<file path="config.mk">
export PLATFORM = sky130hd
export DESIGN_NAME = async_fifo_core
export DESIGN_NICKNAME = d
export VERILOG_FILES = /design/src/rtl/async_fifo_pkg.sv /design/src/rtl/async_fifo_core_fifo_mem.sv /design/src/rtl/async_fifo_core.sv
export SDC_FILE = /design/constraint.sdc
export NUM_CORES = 1
export LEC_CHECK = 0
export BUFFER_PORTS_ARGS = -buffer_cell sky130_fd_sc_hd__buf_4
export CELL_PAD_IN_SITES_DETAIL_PLACEMENT = 1
export CELL_PAD_IN_SITES_GLOBAL_PLACEMENT = 1
export CORE_AREA = 2 2 94 87
export CTS_CLUSTER_SIZE = 20
export DETAILED_ROUTE_END_ITERATION = 8
export DIE_AREA = 0 0 96 89
export PLACE_DENSITY_LB_ADDON = 0.1
export SLEW_MARGIN = 40
export SYNTH_ARGS = -nofsm -noshare
export SYNTH_HDL_FRONTEND = slang
export SYNTH_HIERARCHICAL = 1
export SYNTH_SLANG_ARGS = --single-unit
export TNS_END_PERCENT = 1
</file>
<file path="constraint.sdc">
create_clock -name clk -period 2.3 [get_ports clk]
set_input_delay 0.46 -clock clk [delete_from_list [all_inputs] [get_ports clk]]
set_output_delay 0.46 -clock clk [all_outputs]
set_load 0.05 [all_outputs]
</file>
<file path="src/rtl/async_fifo_pkg.sv">
// Shared constants and types for the single-clock FIFO core.
// Holds the default geometry, the pointer-index width derivation and the
// pointer type for the default configuration.
package async_fifo_pkg;

    localparam int DEFAULT_DEPTH = 8;
    localparam int DEFAULT_WIDTH = 8;

    // Index width needed to address every entry of a FIFO of the given depth.
    function automatic int addrWidth(input int depth);
        return $clog2(depth);
    endfunction

    localparam int DEFAULT_ADDR_W = addrWidth(DEFAULT_DEPTH);

    // Pointer for the default geometry: index bits plus one wrap bit on top.
    typedef logic [DEFAULT_ADDR_W:0] ptr_t;

endpackage

</file>
<file path="src/rtl/async_fifo_core_fifo_mem.sv">
// Storage for the FIFO: DEPTH x WIDTH register array with a synchronous
// write port and a registered read port. The read register is cleared by
// rst; the array itself is never reset.
module fifo_mem
    import async_fifo_pkg::*;
#(
    parameter int DEPTH = DEFAULT_DEPTH,
    parameter int WIDTH = DEFAULT_WIDTH,
    localparam int ADDR_W = addrWidth(DEPTH)
) (
    input  logic              clk,
    input  logic              rst,
    input  logic              wr_en_i,
    input  logic [ADDR_W-1:0] wr_addr_i,
    input  logic [WIDTH-1:0]  wr_data_i,
    input  logic              rd_en_i,
    input  logic [ADDR_W-1:0] rd_addr_i,
    output logic [WIDTH-1:0]  rd_data_o
);

    logic [WIDTH-1:0] mem_q [DEPTH];
    logic [WIDTH-1:0] rd_data_q;
    logic [WIDTH-1:0] rd_data_d;

    // Array write; contents survive reset since the pointers decide what is valid.
    always_ff @(posedge clk) begin
        if (wr_en_i) begin
            mem_q[wr_addr_i] <= wr_data_i;
        end
    end

    // Read register holds its value unless a read is accepted.
    always_comb begin
        rd_data_d = rd_data_q;
        if (rd_en_i) begin
            rd_data_d = mem_q[rd_addr_i];
        end
    end

    // Read data register, cleared to zero by the asynchronous reset.
    always_ff @(posedge clk or posedge rst) begin
        if (rst) begin
            rd_data_q <= '0;
        end else begin
            rd_data_q <= rd_data_d;
        end
    end

    assign rd_data_o = rd_data_q;

endmodule

</file>
<file path="src/rtl/async_fifo_core.sv">
// Single-clock FIFO core: pointer bookkeeping and full/empty decode around
// the fifo_mem storage block.
// Optional feature macro FIFO_LEVEL_EN adds the occupancy output "level" and
// sticky "overflow"/"underflow" error flags.
module async_fifo_core
    import async_fifo_pkg::*;
#(
    parameter int DEPTH = DEFAULT_DEPTH,
    parameter int WIDTH = DEFAULT_WIDTH,
    localparam int ADDR_W = addrWidth(DEPTH)
) (
    input  logic             clk,
    input  logic             rst,
    input  logic             wr_en,
    input  logic [WIDTH-1:0] wr_data,
    input  logic             rd_en,
    output logic [WIDTH-1:0] rd_data,
`ifdef FIFO_LEVEL_EN
    output logic [ADDR_W:0]  level,
    output logic             overflow,
    output logic             underflow,
`endif
    output logic             full,
    output logic             empty
);

    localparam logic [ADDR_W:0] PTR_ONE = {{ADDR_W{1'b0}}, 1'b1};

    // Pointers carry one extra MSB as a wrap bit so full and empty differ.
    logic [ADDR_W:0] wr_ptr_q;
    logic [ADDR_W:0] wr_ptr_d;
    logic [ADDR_W:0] rd_ptr_q;
    logic [ADDR_W:0] rd_ptr_d;
    logic            wrOk;
    logic            rdOk;

    // Flags decode from registered pointers only, so they lag the access by one edge.
    always_comb begin
        empty = (wr_ptr_q == rd_ptr_q);
        full  = (wr_ptr_q[ADDR_W] != rd_ptr_q[ADDR_W]) &&
                (wr_ptr_q[ADDR_W-1:0] == rd_ptr_q[ADDR_W-1:0]);
        wrOk  = wr_en && !full;
        rdOk  = rd_en && !empty;
    end

    // Each pointer advances by one on its own accepted access, wrapping naturally.
    always_comb begin
        wr_ptr_d = wr_ptr_q;
        rd_ptr_d = rd_ptr_q;
        if (wrOk) begin
            wr_ptr_d = wr_ptr_q + PTR_ONE;
        end
        if (rdOk) begin
            rd_ptr_d = rd_ptr_q + PTR_ONE;
        end
    end

    // Pointer registers; reset discards all stored entries by aligning the pointers.
    always_ff @(posedge clk or posedge rst) begin
        if (rst) begin
            wr_ptr_q <= '0;
            rd_ptr_q <= '0;
        end else begin
            wr_ptr_q <= wr_ptr_d;
            rd_ptr_q <= rd_ptr_d;
        end
    end

    fifo_mem #(
        .DEPTH (DEPTH),
        .WIDTH (WIDTH)
    ) u_mem (
        .clk       (clk),
        .rst       (rst),
        .wr_en_i   (wrOk),
        .wr_addr_i (wr_ptr_q[ADDR_W-1:0]),
        .wr_data_i (wr_data),
        .rd_en_i   (rdOk),
        .rd_addr_i (rd_ptr_q[ADDR_W-1:0]),
        .rd_data_o (rd_data)
    );

`ifdef FIFO_LEVEL_EN
    logic overflow_q;
    logic overflow_d;
    logic underflow_q;
    logic underflow_d;

    // Error flags latch any rejected attempt and stay set until reset.
    always_comb begin
        overflow_d  = overflow_q  | (wr_en && full);
        underflow_d = underflow_q | (rd_en && empty);
    end

    // Sticky error flag registers.
    always_ff @(posedge clk or posedge rst) begin
        if (rst) begin
            overflow_q  <= 1'b0;
            underflow_q <= 1'b0;
        end else begin
            overflow_q  <= overflow_d;
            underflow_q <= underflow_d;
        end
    end

    assign level     = wr_ptr_q - rd_ptr_q;
    assign overflow  = overflow_q;
    assign underflow = underflow_q;
`endif

endmodule

</file>
==> summary.txt, run 1 <==
Status: completed
Setup TNS: 0 ns
Root Buffer: clkbuf_8
CTS tree: built
DRT Wirelength: 7.55 mm
Simple-gate share of the synthesized area: 8.39%
Worst slew margin: 46.4%
XOR/XNOR share of the synthesized area: 2.96%
Core ar.: 0.00747 mm^2
DR DRC count: 0
Num Clock Sinks: 80
Initial DRC count: 113
Post-Syn Area: 0.00343 mm^2
Crit path capture: full
Largest stage delay on the critical path: 0.41 ns
Global-route wire length before repair: 12.1 mm
Post-synthesis adder-cell area fraction: 0.730%
Clock Path Buffers: 2
Antenna violations before repair: 0
Startpoint types: flop
Skew final: 0.0153 ns
Tmin final: 2.27 ns
Die span in y: 89 um
Sequential cell area: 0.00232 mm^2
Ranking of synthesized cells by area: edfxtp_1 56%, dfrtp_1 12%, mux2i_1 7.0%
Synth Instances: 215
Clk slew on worst S/H paths: 0.09 ns
Library cells used by synthesis: 35
Cell repeated most along the worst path: buf_6
Worst path top cell family by delay: simple AND/OR/NAND/NOR gates
Syn avg cell area: 15.9 um^2
Critical-path top delay cell: dfrtp_1
Worst path required time: 1.84 ns
Crit. Startpoint: wr_ptr_q[0]$_DFFE_PP0P_
Layout area overhead: 17.2%
Worst R2R Setup Slack: 0.09 ns
# hold bufs at CTS: 0
Synth warnings: 6
Area fraction in compound gates after synthesis: 9.71%
Tcrit/Tclk final: 98.7%
Area leader, netlist: edfxtp_1
GPL Wtd Cong: 0.793
Max Clk Rate: 441 MHz
WP buf/inv: 2
Grt ovf: 0
CP Capture Type: primary output
Dpl hpwl: 5.09 mm
Total number of vias: 1954
Num CTS Buffers: 9
Area of the multi-input gates: 0.00104 mm^2
Post-DRT Antenna Nets: 0
Ant diodes: 0
Clock Latency Late Sink: 0.36 ns
Register bit count reported by yosys: 80
Post-DR wirelength/cell: 21.2 um
H-tree Lvls: 3
# IOs: 22
RSZ-0062 raised after global routing: true
Initial Util: 45.9%
Arrival time at the worst endpoint: 1.81 ns
Top cell type's share of synthesized area: 56.1%
Primary FF master, synth: edfxtp_1
FF-to-FF Start: wr_ptr_q[2]$_DFFE_PP0P_
Max-cap violation count: 0
Ys async rst share: 20.0%
Hold Fails Final Rpt: 0
Largest family of logic cells by synthesized area: compound AO/OA/AOI/OAI gates
Filler cell count: 723
Vias per inst: 5.49
Final setup violating endpoints: 0
1st-pass router iterations: 4
Mux share of post-synthesis cell area: 7.77%
Port bufs: 21
Critical R2R Capture: u_mem/mem_q[7][5]$_DFFE_PP_
Post-synth EDFFs: 64
Register area share after synthesis: 67.7%
Peak VDD IR: 0.773 mV
Fin. max-slew vios: 0
R2r worst-path depth: 5
Worst hold path type: input pin to asynchronous set/reset pin
P per Cell Area: 1440 mW/mm^2
Pleak: 0.00152 uW
Die Wd: 96 um
Kind of critical path: flop to primary output
Layout cells sized above 1: 28.5%
GRT Resource Usage Total: 20.2%
Nets: 269
Num rows: 30
Vias in the first global route: 2031
Largest net degree at the start of global routing: 45
Crit-path cells: xor2_2 -> buf_6 -> or3_4 -> nor2_2 -> buf_6
Worst path depth: 5
CP Max Fanout: 6
Die ar.: 0.00854 mm^2
Worst slew pin tran: 0.801 ns
Total power: 5770 uW
Syn Nets: 229
worst register-to-register path, cell delays in order (launching register included):
cell and delay (ns):
dfrtp_1 0.41, xor2_2 0.47, o41ai_4 0.10, inv_1 0.08
nand2_1 0.12, nor2_1 0.65
Yosys cell counts, types with 2 or more instances:
master,instances
edfxtp_1,64
mux2i_1,24
dfrtp_1,16
nor2b_1,16
a211o_1,8
a22oi_1,8
a41o_1,8
nand3_1,8
nor2_1,8
inv_1,6
xnor2_1,5
nand2_1,4
nand2b_1,4
xor2_2,3
and2_1,2
and4_1,2
buf_2,2
buf_4,2
buf_6,2
ha_1,2
nand4_1,2
nor3_1,2
o311ai_0,2
o311ai_2,2
o41ai_1,2
o41ai_4,2
state kept, by name, summed over array words and instances, names as in the netlist:
register	flops
rd_ptr_q	4
u_mem/mem_q	64
u_mem/rd_data_o	8
wr_ptr_q	4
report_power, final:
part,switching (uW),internal (uW)
logic,1630,1000
registers,145,1900
clock network,561,524
total,2330,3430
per-layer routing:
layer	part of all wire [%]	global-route usage (%)
met5	0	0
met4	1.9	9.09
met3	4.2	3.79
met2	45	28.9
met1	49	30.1
how the worst min path moves through the flow:
stage                     start                       to  slack (ns)  cells after the start
after floorplan             rst  rd_ptr_q[0]$_DFFE_PP0P_        0.28                      1
after global placement      rst  wr_ptr_q[3]$_DFFE_PP0P_        0.44                      2
after detailed placement    rst  rd_ptr_q[3]$_DFFE_PP0P_        0.47                      2
after CTS                   rst  rd_ptr_q[3]$_DFFE_PP0P_        0.07                      2
after global routing        rst  rd_ptr_q[3]$_DFFE_PP0P_        0.08                      2
final                       rst  rd_ptr_q[3]$_DFFE_PP0P_        0.07                      2
cell usage in the layout (no fill, tap or decap), types with 2 or more instances in the layout:
| master | instances |
|---|---|
| buf_6 | 3 |
| xnor2_1 | 5 |
| clkbuf_8 | 9 |
| nand3_1 | 8 |
| nand2_1 | 4 |
| inv_6 | 4 |
| o41ai_4 | 2 |
| nand4_1 | 2 |
| a41o_1 | 8 |
| a22oi_1 | 8 |
| o311ai_0 | 2 |
| ha_1 | 2 |
| nor2_2 | 7 |
| edfxtp_1 | 64 |
| dfrtp_1 | 15 |
| o311ai_2 | 2 |
| xor2_2 | 3 |
| inv_1 | 6 |
| and2_1 | 2 |
| nor2b_1 | 16 |
| mux2i_1 | 24 |
| o41ai_1 | 2 |
| a211o_1 | 8 |
| and4_1 | 2 |
| buf_4 | 34 |
| nand2b_1 | 4 |
cells by family after synthesis:
group	after synthesis
AND/OR/NAND/NOR	51
adder cells (fa/ha/maj)	2
multiplexers	26
XOR/XNOR	9
AO/OA/AOI/OAI	32
buffers and inverters	15
flip-flops	80
timing repair:
action | CTS | global route
setup endpoints to repair | 2 | 34
setup buffers | 3 | 0
pin swaps | 1 | 0
resized for setup | 4 | 8
final cells by class:
class	count	area share (%)
tap	96	2.99
timing repair buffer	38	7.57
clock inverter	7	2.09
inverter	6	0.560
clock buffer	9	3.08
sequential	80	57.8
multi-input combinational	120	25.9
through the flow:
step | instances | util [%] | instance area (um^2) | setup slack (ns) | hold WS [ns]
2_1_floorplan | 215 | - | 3430 | 0.0241 | 0.276
3_3_place_gp | 338 | 50.2 | 3750 | 0.236 | 0.440
3_5_place_dp | 338 | 50.3 | 3750 | 0.139 | 0.467
4_1_cts | 356 | 53.4 | 3990 | 0.00153 | 0.0654
5_1_grt | 356 | 53.8 | 4020 | -0.0194 | 0.0808
6_report | 356 | 53.8 | 4020 | 0.0301 | 0.0662
Note: power is estimated with default switching activity, not from simulation.
==> run 2, diff against run 1 <==
ABC_AREA = 1   (was not set)
CORE_AREA = 2 2 101 94   (was 2 2 94 87)
DIE_AREA = 0 0 103 96   (was 0 0 96 89)
==> run 2 against run 1 <==
  * Die area is 16% higher
  * Highest routed layer unchanged
  * Cell count up 50%
  * Largest cell class unchanged
  * Sequential power about the same
  * Critical endpoint is now empty
  * Routed wire length up 21%
==> summary.txt, run 2 <==
Register bit count reported by yosys: 80
Clk slew on worst S/H paths: 0.09 ns
Largest Register: u_mem/mem_q
Arrival time at the worst endpoint: 1.61 ns
Post-synth EDFFs: 64
Crit-path cells: inv_1 -> nand2_1 -> nand2_1 -> a21oi_1 -> nand2_2 -> inv_1 -> buf_4
Register area share after synthesis: 64.1%
Fin worst setup slack: 0.233 ns
Synth Instances: 373
P_sw: 2290 uW
Grt ovf: 0
Die ar.: 0.00989 mm^2
Vias in the first global route: 2647
Ys async rst share: 20.0%
Root Buffer: clkbuf_8
Vias per inst: 4.77
Worst hold path type: input pin to asynchronous set/reset pin
Post-DR wirelength/cell: 17.1 um
Kind of critical path: flop to primary output
Commonest non-fill, non-tap cell in the layout: nand2_1
Die span in y: 96 um
Primary FF master, synth: edfxtp_1
Synth warnings: 6
Tcrit/Tclk final: 89.9%
Final setup violating endpoints: 0
Critical R2R Capture: u_mem/mem_q[3][5]$_DFFE_PP_
Worst slew pin tran: 0.400 ns
Placed inst area: 0.00393 mm^2
WP buf/inv: 3
Internal: 3030 uW
Initial DRC count: 108
Num rows: 33
Layout Cells excl Fill: 533
Fin. max-slew vios: 0
Sw frac: 43.1%
Tmin final: 2.07 ns
CTS tree: built
Syn Nets: 387
Total number of vias: 2544
Port bufs: 21
Critical-path top delay cell: dfrtp_1
Post-synth top cells: 132 x nand2_1, 68 x inv_1, 64 x edfxtp_1, 58 x nand3_1, 16 x dfrtp_1
Top cell type's share of synthesized area: 53.1%
Post CTS Setup Buffer Count: 0
Antenna violations before repair: 0
Comb pwr share: 41.4%
Area leader, netlist: edfxtp_1
Library cells used by synthesis: 17
Largest register FFs: 64
RSZ-0062 raised after global routing: false
Peak VDD IR: 0.475 mV
Worst path required time: 1.84 ns
Status: completed
Num Clock Sinks: 80
Largest stage delay on the critical path: 0.51 ns
Post-CTS Resized: 0
Max-cap violation count: 0
P per Cell Area: 1290 mW/mm^2
Die Wd: 103 um
Ant diodes: 0
Worst R2R Setup Slack: 0.45 ns
FF-to-FF Start: wr_ptr_q[2]$_DFFE_PP0P_
Pre-CTS setup slack: 0.454 ns
Worst path top cell family by delay: flip-flops
Global-route wire length before repair: 14.6 mm
Crit path capture: empty
Post-DRT Antenna Nets: 0
CP Max Fanout: 8
CP Capture Type: primary output
DRT Wirelength: 9.12 mm
Hold Fails Final Rpt: 0
Layout area overhead: 14.0%
DR DRC count: 0
Max Clk Rate: 484 MHz
Most frequent cells in the layout: 132 x nand2_1, 68 x inv_1, 64 x edfxtp_1
Top-count cell post-synth: nand2_1
Clock Path Buffers: 2
GPL Wtd Cong: 0.769
Design Area, Final: 0.00413 mm^2
Dpl hpwl: 6.17 mm
Core ar.: 0.00884 mm^2
Num CTS Buffers: 9
Hold Worst Slack: 0.0655 ns
Worst path depth: 7
H-tree Lvls: 3
Nets: 420
Ranking of synthesized cells by area: edfxtp_1 53%, nand2_1 14%, dfrtp_1 11%
Crit. Startpoint: wr_ptr_q[1]$_DFFE_PP0P_
Post-Syn Area: 0.00362 mm^2
Sequential share of power: 38.4%
Largest net degree at the start of global routing: 33
Pleak: 0.00194 uW
Skew final: 0.0121 ns
Clock power frac: 20.2%
1st-pass router iterations: 4
# hold bufs at CTS: 0
Worst slew margin: 73.3%
Number of placed instances, taps included: 517
Startpoint types: flop
Clock Latency Late Sink: 0.36 ns
Layout cells sized above 1: 14.1%
Setup TNS: 0 ns
Syn avg cell area: 9.71 um^2
R2r worst-path depth: 9
GRT Resource Usage Total: 20.6%
Initial Util: 41.0%
# IOs: 22
## run 2: power groups by stage
stage          Clock [uW]  Combinational [uW]  Sequential (uW)
6_report             1080                2200             2040
5_1_grt              1150                2480             2070
4_1_cts              1100                2230             2040
3_5_place_dp            0                2210             2070
3_3_place_gp            0                2180             2060
2_1_floorplan           0                1360             2290
## run 2: kinds of logic (layout without fill, tap and decap cells)
| kind of cell | count (synthesis) | count (layout) | share of synthesized area, % |
|---|---|---|---|
| and+or+nand+nor | 204 | 204 | 23.9 |
| adders and majority gates | 2 | 2 | 0.691 |
| xor gates and xnor gates | 4 | 4 | 0.967 |
| buffers and inverters | 82 | 120 | 10.2 |
| AOI/OAI and AO/OA | 1 | 1 | 0.138 |
| DFF | 80 | 80 | 64.1 |
## run 2: per-stage QoR
step / util, % / power [uW]
final: 46.7 / 5330
after floorplan: - / 3650
after global placement: 44.4 / 4240
after CTS: 46.7 / 5370
after detailed placement: 44.4 / 4280
after global routing: 46.7 / 5700
## run 2: cell type report
| type | instances | area, um^2 |
|---|---|---|
| inverter | 70 | 268 |
| clock inverter | 7 | 77.6 |
| multi-input combinational | 211 | 930 |
| sequential | 80 | 2320 |
| timing repair buffer | 34 | 255 |
| clock buffer | 9 | 124 |
| fill | 1047 | 4710 |
| tap | 122 | 153 |
## run 2: how the worst min path moves through the flow
| stage | start | end | slack (ns) |
|---|---|---|---|
| floorplan | rst | rd_ptr_q[0]$_DFFE_PP0P_ | 0.28 |
| global placement | rst | rd_ptr_q[2]$_DFFE_PP0P_ | 0.46 |
| detailed placement | rst | rd_ptr_q[2]$_DFFE_PP0P_ | 0.46 |
| CTS | rst | rd_ptr_q[2]$_DFFE_PP0P_ | 0.07 |
| global route | rst | rd_ptr_q[2]$_DFFE_PP0P_ | 0.09 |
| finish | rst | rd_ptr_q[2]$_DFFE_PP0P_ | 0.07 |
## run 2: routing by layer
metal  wire (um)  up-vias  share of wire, %  global-route usage, %
met5           0        -                 0                      0
met4          99        0               1.1                   6.58
met3         293        9               3.2                   3.49
met2        4180       40                46                   31.2
met1        4550     1253                50                   30.1
li1            -     1242                 -                      -
## run 2: worst reg2reg max path, delay by kind of cell, from the launching register on
kind	cells	cell delay, ns
DFF	1	0.52
buffers and inverters	3	0.41
and+or+nand+nor	6	0.62
==> run 3, diff against run 2 <==
PLACE_DENSITY = 0.71   (was not set)
PLACE_DENSITY_LB_ADDON = not set   (was 0.1)
==> run 3 against run 2 <==
  * First-iteration DRC count shrank 5.6%
  * Core utilization shrank 0.057 points
  * Power shrank 2.2%
  * Critical path depth shrank 1
  * Worst hold slack gained 0.0071 ns
  * Worst setup slack gained 0.028 ns
  * Sequential power is essentially flat
  * Fmax grew 1.4%
  * Clock-buffer cell count grew 3
  * Register-to-register slack lost 0.04 ns
==> summary.txt, run 3 (synthesis results as in run 2) <==
Root Buffer: clkbuf_8
Post-CTS Resized: 0
Crit path capture: full
Worst R2R Setup Slack: 0.41 ns
Post-DRT Antenna Nets: 0
Layout area overhead: 13.9%
Final setup violating endpoints: 0
CP Max Fanout: 7
Hold Fails Final Rpt: 0
DR DRC count: 0
Post-DR wirelength/cell: 15.8 um
R2r worst-path depth: 9
Critical R2R Capture: u_mem/mem_q[7][7]$_DFFE_PP_
Internal: 3040 uW
GPL Wtd Cong: 0.744
Global-route wire length before repair: 13.9 mm
GRT met3 Usage: 3.34%
Num rows: 33
Num CTS Buffers: 9
Layout cells sized above 1: 13.6%
Crit-path cells: inv_1 -> nand2_1 -> nand2_1 -> nand4_2 -> inv_1 -> buf_4
Largest stage delay on the critical path: 0.46 ns
Setup TNS: 0 ns
Most frequent cells in the layout: 132 x nand2_1, 68 x inv_1, 64 x edfxtp_1
Num Clock Sinks: 80
GRT met1 Usage: 25.0%
Die Wd: 103 um
Worst slew pin tran: 0.436 ns
Fin. max-slew vios: 0
Total number of vias: 2543
Initial DRC count: 102
FF-to-FF Start: wr_ptr_q[0]$_DFFE_PP0P_
Clk slew on worst S/H paths: 0.08 ns
# hold bufs at CTS: 0
Startpoint types: flop
Peak VDD IR: 0.491 mV
Clock Path Buffers: 2
P_sw: 2170 uW
Worst path top cell family by delay: flip-flops
RSZ-0062 raised after global routing: false
Sequential cell area: 0.00232 mm^2
Layout Cells excl Fill: 534
Skew final: 0.00989 ns
CP Capture Type: primary output
Sw frac: 41.7%
Worst hold path type: input pin to asynchronous set/reset pin
Tmin final: 2.04 ns
Die ar.: 0.00989 mm^2
Dpl hpwl: 5.57 mm
Die span in y: 96 um
GRT Resource Usage Total: 19.2%
1st-pass router iterations: 4
Comb pwr share: 41.3%
Clock Latency Late Sink: 0.35 ns
Vias per inst: 4.76
Clock power frac: 19.3%
Global routing's busiest layer: met2
Filler cell count: 1053
Initial Util: 41.0%
Met2 GRT Util: 32.2%
Core ar.: 0.00884 mm^2
Max Clk Rate: 491 MHz
Largest register FFs: 64
# IOs: 22
Area of the multi-input gates: 930 um^2
CTS tree: built
H-tree Lvls: 3
Pleak: 0.00195 uW
Ant diodes: 0
Crit. Startpoint: wr_ptr_q[0]$_DFFE_PP0P_
Arrival time at the worst endpoint: 1.58 ns
Commonest non-fill, non-tap cell in the layout: nand2_1
Antenna violations before repair: 0
Largest Register: u_mem/mem_q
Largest net degree at the start of global routing: 37
Sequential share of power: 39.4%
Worst slew margin: 70.9%
Post CTS Setup Buffer Count: 0
Kind of critical path: flop to primary output
Grt ovf: 0
Nets: 421
Number of placed instances, taps included: 518
WP buf/inv: 3
P per Cell Area: 1260 mW/mm^2
Port bufs: 21
Status: completed
Tcrit/Tclk final: 88.6%
Vias in the first global route: 2714
Total power: 5210 uW
Worst path depth: 6
DRT Wirelength: 8.44 mm
Max-cap violation count: 0
Worst path required time: 1.84 ns
Critical-path top delay cell: dfrtp_1
==> run 3: cell count changes in the layout (fill, tap and decap cells not counted), sizes merged <==
cell / before / now
clkinvlp: 1 / 0
buf: 34 / 35
inv: 73 / 70
clkinv: 2 / 3
clkbuf: 9 / 12
==> run 3: layout make-up <==
class                      count  share of cell area, %
clock inverter                 4                   1.06
tap                          122                   3.70
inverter                      70                   6.49
clock buffer                  12                   3.52
multi-input combinational    211                   22.5
timing repair buffer          35                   6.37
sequential                    80                   56.3
==> run 3: metrics by stage <==
stage	setup slack, ns	cell area, um^2	utilization [%]	hold WS, ns
2_1_floorplan	0.536	3620	-	0.276
3_3_place_gp	0.437	3940	44.5	0.457
6_report	0.261	4120	46.7	0.0726
3_5_place_dp	0.426	3940	44.5	0.450
5_1_grt	0.131	4120	46.7	0.0861
4_1_cts	0.238	4120	46.7	0.0661
==> run 3: worst min-delay path by stage <==
stage / to / slack [ns] / depth (start not counted)
3_3_place_gp: rd_ptr_q[3]$_DFFE_PP0P_ / 0.46 / 2
6_report: rd_ptr_q[3]$_DFFE_PP0P_ / 0.07 / 2
2_1_floorplan: rd_ptr_q[0]$_DFFE_PP0P_ / 0.28 / 1
3_5_place_dp: rd_ptr_q[3]$_DFFE_PP0P_ / 0.45 / 2
4_1_cts: rd_ptr_q[3]$_DFFE_PP0P_ / 0.07 / 2
5_1_grt: rd_ptr_q[0]$_DFFE_PP0P_ / 0.09 / 2
==> run 3: layer usage <==
metal	vias to the layer above	share of wire, %
met1	1241	45
met3	10	4.0
li1	1240	-
met5	-	0
met2	52	49
met4	0	1.6
==> run 3: power groups by stage <==
| stage | registers (uW) | clock network (uW) | logic [uW] |
|---|---|---|---|
| 4_1_cts | 2050 | 1030 | 2170 |
| 5_1_grt | 2080 | 1090 | 2400 |
| 6_report | 2050 | 1010 | 2150 |
| 3_5_place_dp | 2080 | 0 | 2150 |
| 2_1_floorplan | 2290 | 0 | 1360 |
| 3_3_place_gp | 2070 | 0 | 2100 |
